==> config.mk <==
export PLATFORM = sky130hd
export DESIGN_NAME = uart_tx
export DESIGN_NICKNAME = d
export VERILOG_FILES = /design/src/rtl/uart_pkg.sv /design/src/rtl/uart_tx.sv
export SDC_FILE = /design/constraint.sdc
export NUM_CORES = 1
export LEC_CHECK = 0
export CAP_MARGIN = 20
export CORE_UTILIZATION = 50
export CTS_CLUSTER_DIAMETER = 80
export CTS_CLUSTER_SIZE = 40
export DETAILED_ROUTE_END_ITERATION = 6
export PLACE_DENSITY = 0.76
export SLEW_MARGIN = 10
export SYNTH_ARGS = -nofsm -noshare
export SYNTH_HDL_FRONTEND = slang
export SYNTH_SLANG_ARGS = --single-unit
==> constraint.sdc <==
create_clock -name clk -period 2 [get_ports clk]
set_input_delay 0.4 -clock clk [delete_from_list [all_inputs] [get_ports clk]]
set_output_delay 0.4 -clock clk [all_outputs]
set_load 0.01 [all_outputs]
==> src/rtl/uart_pkg.sv <==
// Constants shared by the UART transmitter and its companion receiver.
package uart_pkg;

   localparam int   uart_data_bits       = 8;
   localparam logic uart_start_bit       = 1'b0;
   localparam logic uart_stop_bit        = 1'b1;
   localparam int   uart_base_frame_bits = 10;

   typedef enum logic [1:0] {
      tx_idle,
      tx_busy,
      tx_last
   } tx_state_e;

endpackage

==> src/rtl/uart_tx.sv <==
// 8N1 UART transmitter with optional extra stop bits and a req/cts byte handshake.
//
// state   | meaning
// tx_idle | remaining == 0, line held high, byte may be accepted
// tx_busy | frame in progress, requests ignored
// tx_last | final clock of the last stop bit, accept chains a new frame gaplessly
module uart_tx
   import uart_pkg::*;
#(
   parameter int clocks_per_bit  = 4,
   parameter int extra_stop_bits = 0
) (
   input  logic                      clk,
   input  logic                      rst_n,
   input  logic [uart_data_bits-1:0] i_data,
   input  logic                      i_req,
   output logic                      o_serial,
   output logic                      o_cts,
   output logic                      o_idle
);

   localparam int frame_bits = uart_base_frame_bits + extra_stop_bits;
   localparam int rem_w      = $clog2(frame_bits + 1);
   localparam int cyc_w      = $clog2(clocks_per_bit);

   localparam logic [rem_w-1:0] rem_load = rem_w'(frame_bits);
   localparam logic [rem_w-1:0] rem_one  = rem_w'(1);
   localparam logic [cyc_w-1:0] cyc_load = cyc_w'(clocks_per_bit - 1);
   localparam logic [cyc_w-1:0] cyc_one  = cyc_w'(1);

   logic [uart_data_bits:0] shift, shift_nxt;
   logic [rem_w-1:0]        remaining, remaining_nxt;
   logic [cyc_w-1:0]        cycle, cycle_nxt;
   tx_state_e               state;
   logic                    accept;

   // State is decoded from the counters so outputs never depend on inputs.
   always_comb begin
      state = tx_busy;
      if (remaining == '0) begin
         state = tx_idle;
      end else if (remaining == rem_one && cycle == '0) begin
         state = tx_last;
      end
   end

   assign o_idle   = (state == tx_idle);
   assign o_cts    = (state == tx_idle) || (state == tx_last);
   assign o_serial = (state == tx_idle) ? uart_stop_bit : shift[0];
   assign accept   = i_req && o_cts;

   always_comb begin
      shift_nxt     = shift;
      remaining_nxt = remaining;
      cycle_nxt     = cycle;
      if (accept) begin
         shift_nxt     = {i_data, uart_start_bit};
         remaining_nxt = rem_load;
         cycle_nxt     = cyc_load;
      end else if (state != tx_idle) begin
         if (cycle != '0) begin
            cycle_nxt = cycle - cyc_one;
         end else begin
            // Back-fill with stop level so the trailing stop bits need no extra logic.
            shift_nxt     = {uart_stop_bit, shift[uart_data_bits:1]};
            remaining_nxt = remaining - rem_one;
            cycle_nxt     = cyc_load;
         end
      end
   end

   always_ff @(posedge clk or negedge rst_n) begin
      if (!rst_n) begin
         shift     <= '1;
         remaining <= '0;
         cycle     <= '0;
      end else begin
         shift     <= shift_nxt;
         remaining <= remaining_nxt;
         cycle     <= cycle_nxt;
      end
   end

endmodule

## Word level (Yosys, flattened, before mapping)

Cells that the tools add are included.

| word-level totals | value |
|---|---|
| flip-flop bits (word level) | 15 |
| bits of input ports | 11 |
| output and inout port bits | 3 |
| word-level logic and storage cells | 30 |

| operators by class | value |
|---|---|
| add/sub/neg operators | 2 |
| eq/ne operators | 3 |
| mux-type cells | 12 |
| reduce and logical (&&, ||, !) cells | 10 |

Operator list:

| cell | count |
|---|---|
| 9-bit two-way mux | 3 |
| 4-bit two-way mux | 3 |
| 2-bit two-way mux | 5 |
| 2-bit nonzero test | 3 |
| 4-bit by 1-bit == test with 1-bit output, second input constant | 1 |
| 2-bit logical NOT | 2 |
| 4-bit logical NOT | 1 |
| 4-bit by 1-bit subtractor with 4-bit output, second input constant | 1 |
| 2-bit == test, second input constant | 1 |
| 1-bit logical AND | 2 |
| 2-bit inequality test, second input constant | 1 |
| 2-bit AND reduction | 1 |
| 2-bit by 1-bit subtractor with 2-bit output, second input constant | 1 |
| 1-bit logical OR | 1 |
| 1-bit two-way mux | 1 |

## Longest topological paths before layout

| logic depth | value |
|---|---|
| word-level depth | 9 |
| mapped depth | 6 |
| gate-level depth less buffers | 5 |

## Worst setup path after synthesis

No wires, ideal clock.

| timing | value |
|---|---|
| kind | register -> output |
| start point | register remaining[0] |
| end point | output o_serial |
| arrival | 1.344 ns |
| data required time | 1.600 ns |
| slack | 0.256 ns |
| stages on the path, launching flop included | 5 |
| path buffers | 0 |
| cells stage by stage | dfrtp_1 -> inv_1 -> ha_1 -> nor3b_1 -> or2_2 |

| between the ends | value |
|---|---|
| word-level cells in the longest chain between the ends | 6 |
| elaborated cells between the ends (all ways) | 7 |
| classes of those cells | eq/ne (1); mux (3); reduce/logical (3) |

Ends and longest elaborated chain:

| element | line | text |
|---|---|---|
| start: declaration | uart_tx.sv:32 | `logic [rem_w-1:0] remaining, remaining_nxt;` |
| start signal: assignment | uart_tx.sv:79 | `remaining <= remaining_nxt;` |
| 4-bit by 1-bit == test with 1-bit output | uart_tx.sv:42 | `end else if (remaining == rem_one && cycle == '0) begin` |
| 1-bit logical AND | uart_tx.sv:42 |  |
| 2-bit two-way mux | uart_tx.sv:42 |  |
| 2-bit two-way mux * | uart_tx.sv:40 | `if (remaining == '0) begin` |
| 2-bit logical NOT * | -- |  |
| via o_idle | uart_tx.sv:19 | `output logic o_idle` |
| 1-bit two-way mux * | uart_tx.sv:49 | `assign o_serial = (state == tx_idle) ? uart_stop_bit : shift[0];` |
| end: declaration | uart_tx.sv:17 | `output logic o_serial,` |

Mark *: on every way through the listed nets, which the timed path passes. The rest lies on a longest branch.

## Worst setup path after layout

| timing | value |
|---|---|
| start point | register remaining[1] |
| end point | output o_idle |

| between the ends | value |
|---|---|
| word-level cells in the longest chain between the ends | 5 |
| elaborated cells between the ends (all ways) | 6 |
| classes of those cells | eq/ne (1); mux (2); reduce/logical (3) |

Ends and longest elaborated chain:

| element | line | text |
|---|---|---|
| 4-bit by 1-bit == test with 1-bit output | uart_tx.sv:42 |  |
| 1-bit logical AND | uart_tx.sv:42 |  |
| 2-bit two-way mux | uart_tx.sv:42 |  |
| 2-bit two-way mux * | uart_tx.sv:40 |  |
| 2-bit logical NOT * | uart_tx.sv:47 | `assign o_idle = (state == tx_idle);` |
| end: declaration | uart_tx.sv:19 |  |

Every way passes the cells marked *; elsewhere a longest branch is shown, timed or not.

==> flow_summary.ini <==
[logic_synthesis]
avgSynthCellArea_sq_um = 9.23
yosysMostFrequentCell = o21ai_0
ys_types = 25
netlist_area_sq_um = 831
synthArstFlopShare = 1.00
synth_top_cell_by_area = dfstp_2
synth_nets = 104
synth_area_leaders = dfstp_2 28%, dfrtp_1 18%, o21ai_0 7.2%
synth-seq-cells = 15
synth-seq-area-share = 0.465
synth_common_cells = 12 x o21ai_0, 11 x nor3_1, 9 x dfstp_2, 9 x nand3_1, 8 x a31oi_1
synth_edf_count = 0
synth_top_cell_area_share = 0.285
dominantRegCellSynth = dfstp_2
syn_inst = 90
yosysWarnings = 0

[worst_setup_path]
cp_cell_sequence = inv_1 > ha_1 > nor3b_4 > buf_4 > dlygate4sd2_1
start_kind = flip-flop
critPathCaptureType = output pin
slowest_delay_ns = 0.40
criticalPathCategory = reg2out
cp.required_ns = 1.60
crit_fanout = 3
slowest_stage = dfrtp_1
crit_arrival_ns = 1.52

[floorplanning]
num_rows = 14
ioPinCount = 14
core_region_area_sq_um = 1520
die_w_microns = 42.8
dieArea_sq_um = 1830
die_height_microns = 42.8
initial_core_util = 0.545

[timing]
slew_viol_final = 0
tightest_slew_ns = 0.426
post-route-period-util = 0.962
setup_slack_ns = 0.0755
clock_skew_ns = 0.00938
fin_tns_setup_ns = 0
fin_crit_ns = 1.92
hold_viol_final = 0
slew_headroom = 0.712
final-setup-viol-count = 0
fmax_mhz = 520
rsz0062_at_grt = false

[route]
wl_per_cell_microns = 14.1
avgViaCountPerCell = 5.89
num_vias = 766
wirelength_mm = 1.83
drc_errors = 0
initialDrtViolationCount = 25
dr.pass1.iters = 4
ant_nets = 0

[global_routing]
grt_antenna_before_repair = 0
grt_pass1_vias = 716
overflow = 0
grt_usage = 0.231
grt_pass1_wl_mm = 3.17
grt_max_degree = 16

[placement]
io_buffers = 13
pre_cts_ws_ns = 0.00370
place_congestion = 0.823
hpwl_mm = 1.23

[final_layout]
final_layout_size_suffix_gt1_frac = 0.289
diodes = 0
regArea_sq_um = 387
multiInputGateArea_sq_um = 399
area_delta_synth_final_pct = 30.0
nFillCells = 118
layout.nets = 129

[clock_tree]
htreeDepth = 1
cts_buffers = 3
cts_sinks = 15
clk_latency_ns = 0.29
ctsHoldBuffers = 0
clk_path_buf_depth = 2
cts_root_buf = clkbuf_4
cts.clk_slew.worst_paths_ns = 0.10
cts_tree = yes

[power]
ir_drop_mv = 0.837
power_per_cell_area_nw_per_um2 = 1480
power_leakage_nw = 0.446

[status]
status = finished clean

[job]
maxCapViolations = 0

[min_path]
hp-class = in2async
==> routing by layer <==
layer  track usage  up-vias  part of all wire
met5             0        -                 0
met4         0.113        0            0.0049
met3        0.0298        2             0.033
met2         0.321       14              0.46
met1         0.350      370              0.50
li1              -      380                 -
==> critical path, delay by kind of cell, from the launching register on <==
family | cells | cell delay (ns)
buffers and inverters | 3 | 0.49
DFF | 1 | 0.40
and+or+nand+nor | 1 | 0.21
adders and majority gates | 1 | 0.16
==> through the flow <==
| stage | power [W] | std cells | hold WS [ns] | util | cell area, sq um |
|---|---|---|---|---|---|
| 2_1_floorplan | 0.00111 | 90 | 0.104 | - | 831 |
| 3_3_place_gp | 0.00138 | 125 | 0.482 | 0.681 | 1040 |
| 3_5_place_dp | 0.00139 | 125 | 0.491 | 0.681 | 1040 |
| 4_1_cts | 0.00160 | 130 | 0.408 | 0.709 | 1080 |
| 5_1_grt | 0.00173 | 130 | 0.448 | 0.709 | 1080 |
| 6_report | 0.00160 | 130 | 0.410 | 0.709 | 1080 |
==> layout make-up <==
class	instances	share of cell area
Multi-Input combinational cell	63	0.370
Clock inverter	1	0.00463
Tap cell	16	0.0185
Sequential cell	15	0.358
Clock buffer	3	0.0209
Inverter	5	0.0174
Timing Repair Buffer	27	0.211
==> cells in the final DEF, fill, tap and decap left out, drive strengths merged, types with 2 or more instances in the layout <==
| master | n |
|---|---|
| clkdlybuf4s50 | 10 |
| nand3 | 9 |
| buf | 14 |
| or2 | 2 |
| inv | 5 |
| nor2 | 2 |
| dlygate4sd2 | 2 |
| o21ai | 12 |
| a31oi | 8 |
| dfrtp | 6 |
| dfstp | 9 |
| a21oi | 5 |
| clkbuf | 4 |
| nor3 | 11 |
| ha | 3 |
==> report_power, final <==
group | internal (W) | switching, W
registers | 0.000521 | 0.0000878
logic | 0.000387 | 0.000430
clock network | 0.0000743 | 0.0000992
==> cell families after synthesis <==
kind of cell,count (synthesis),share of synthesized area
AO/OA/AOI/OAI,27,0.182
adder cells (fa/ha/maj),3,0.0452
buffers and inverters,12,0.0723
flip-flops,15,0.465
multiplexers,1,0.0136
AND/OR/NAND/NOR,32,0.221
==> sequential cells by signal (all words and copies together), names as in the netlist <==
| signal | cells |
|---|---|
| remaining | 4 |
| shift | 9 |
| cycle | 2 |
==> what timing repair did <==
action / CTS / global route
resized for setup: 6 / 2
endpoints found under the setup margin: 3 / 2
buffers inserted: 1 / 0
==> final timing paths <==
path                                   start       end  slack, ns  depth (start not counted)
max in group asynchronous              rst_n  shift[0]       1.33                          2
worst max register to register  remaining[1]  shift[8]       0.25                          7
min in group clk                    shift[0]  shift[0]       0.50                          2
worst max-delay path            remaining[1]    o_idle       0.08                          5
worst min register to register      shift[0]  shift[0]       0.50                          2
worst min-delay path                   rst_n  cycle[0]       0.41                          2
No activity file was read; power rests on OpenSTA's default activity.
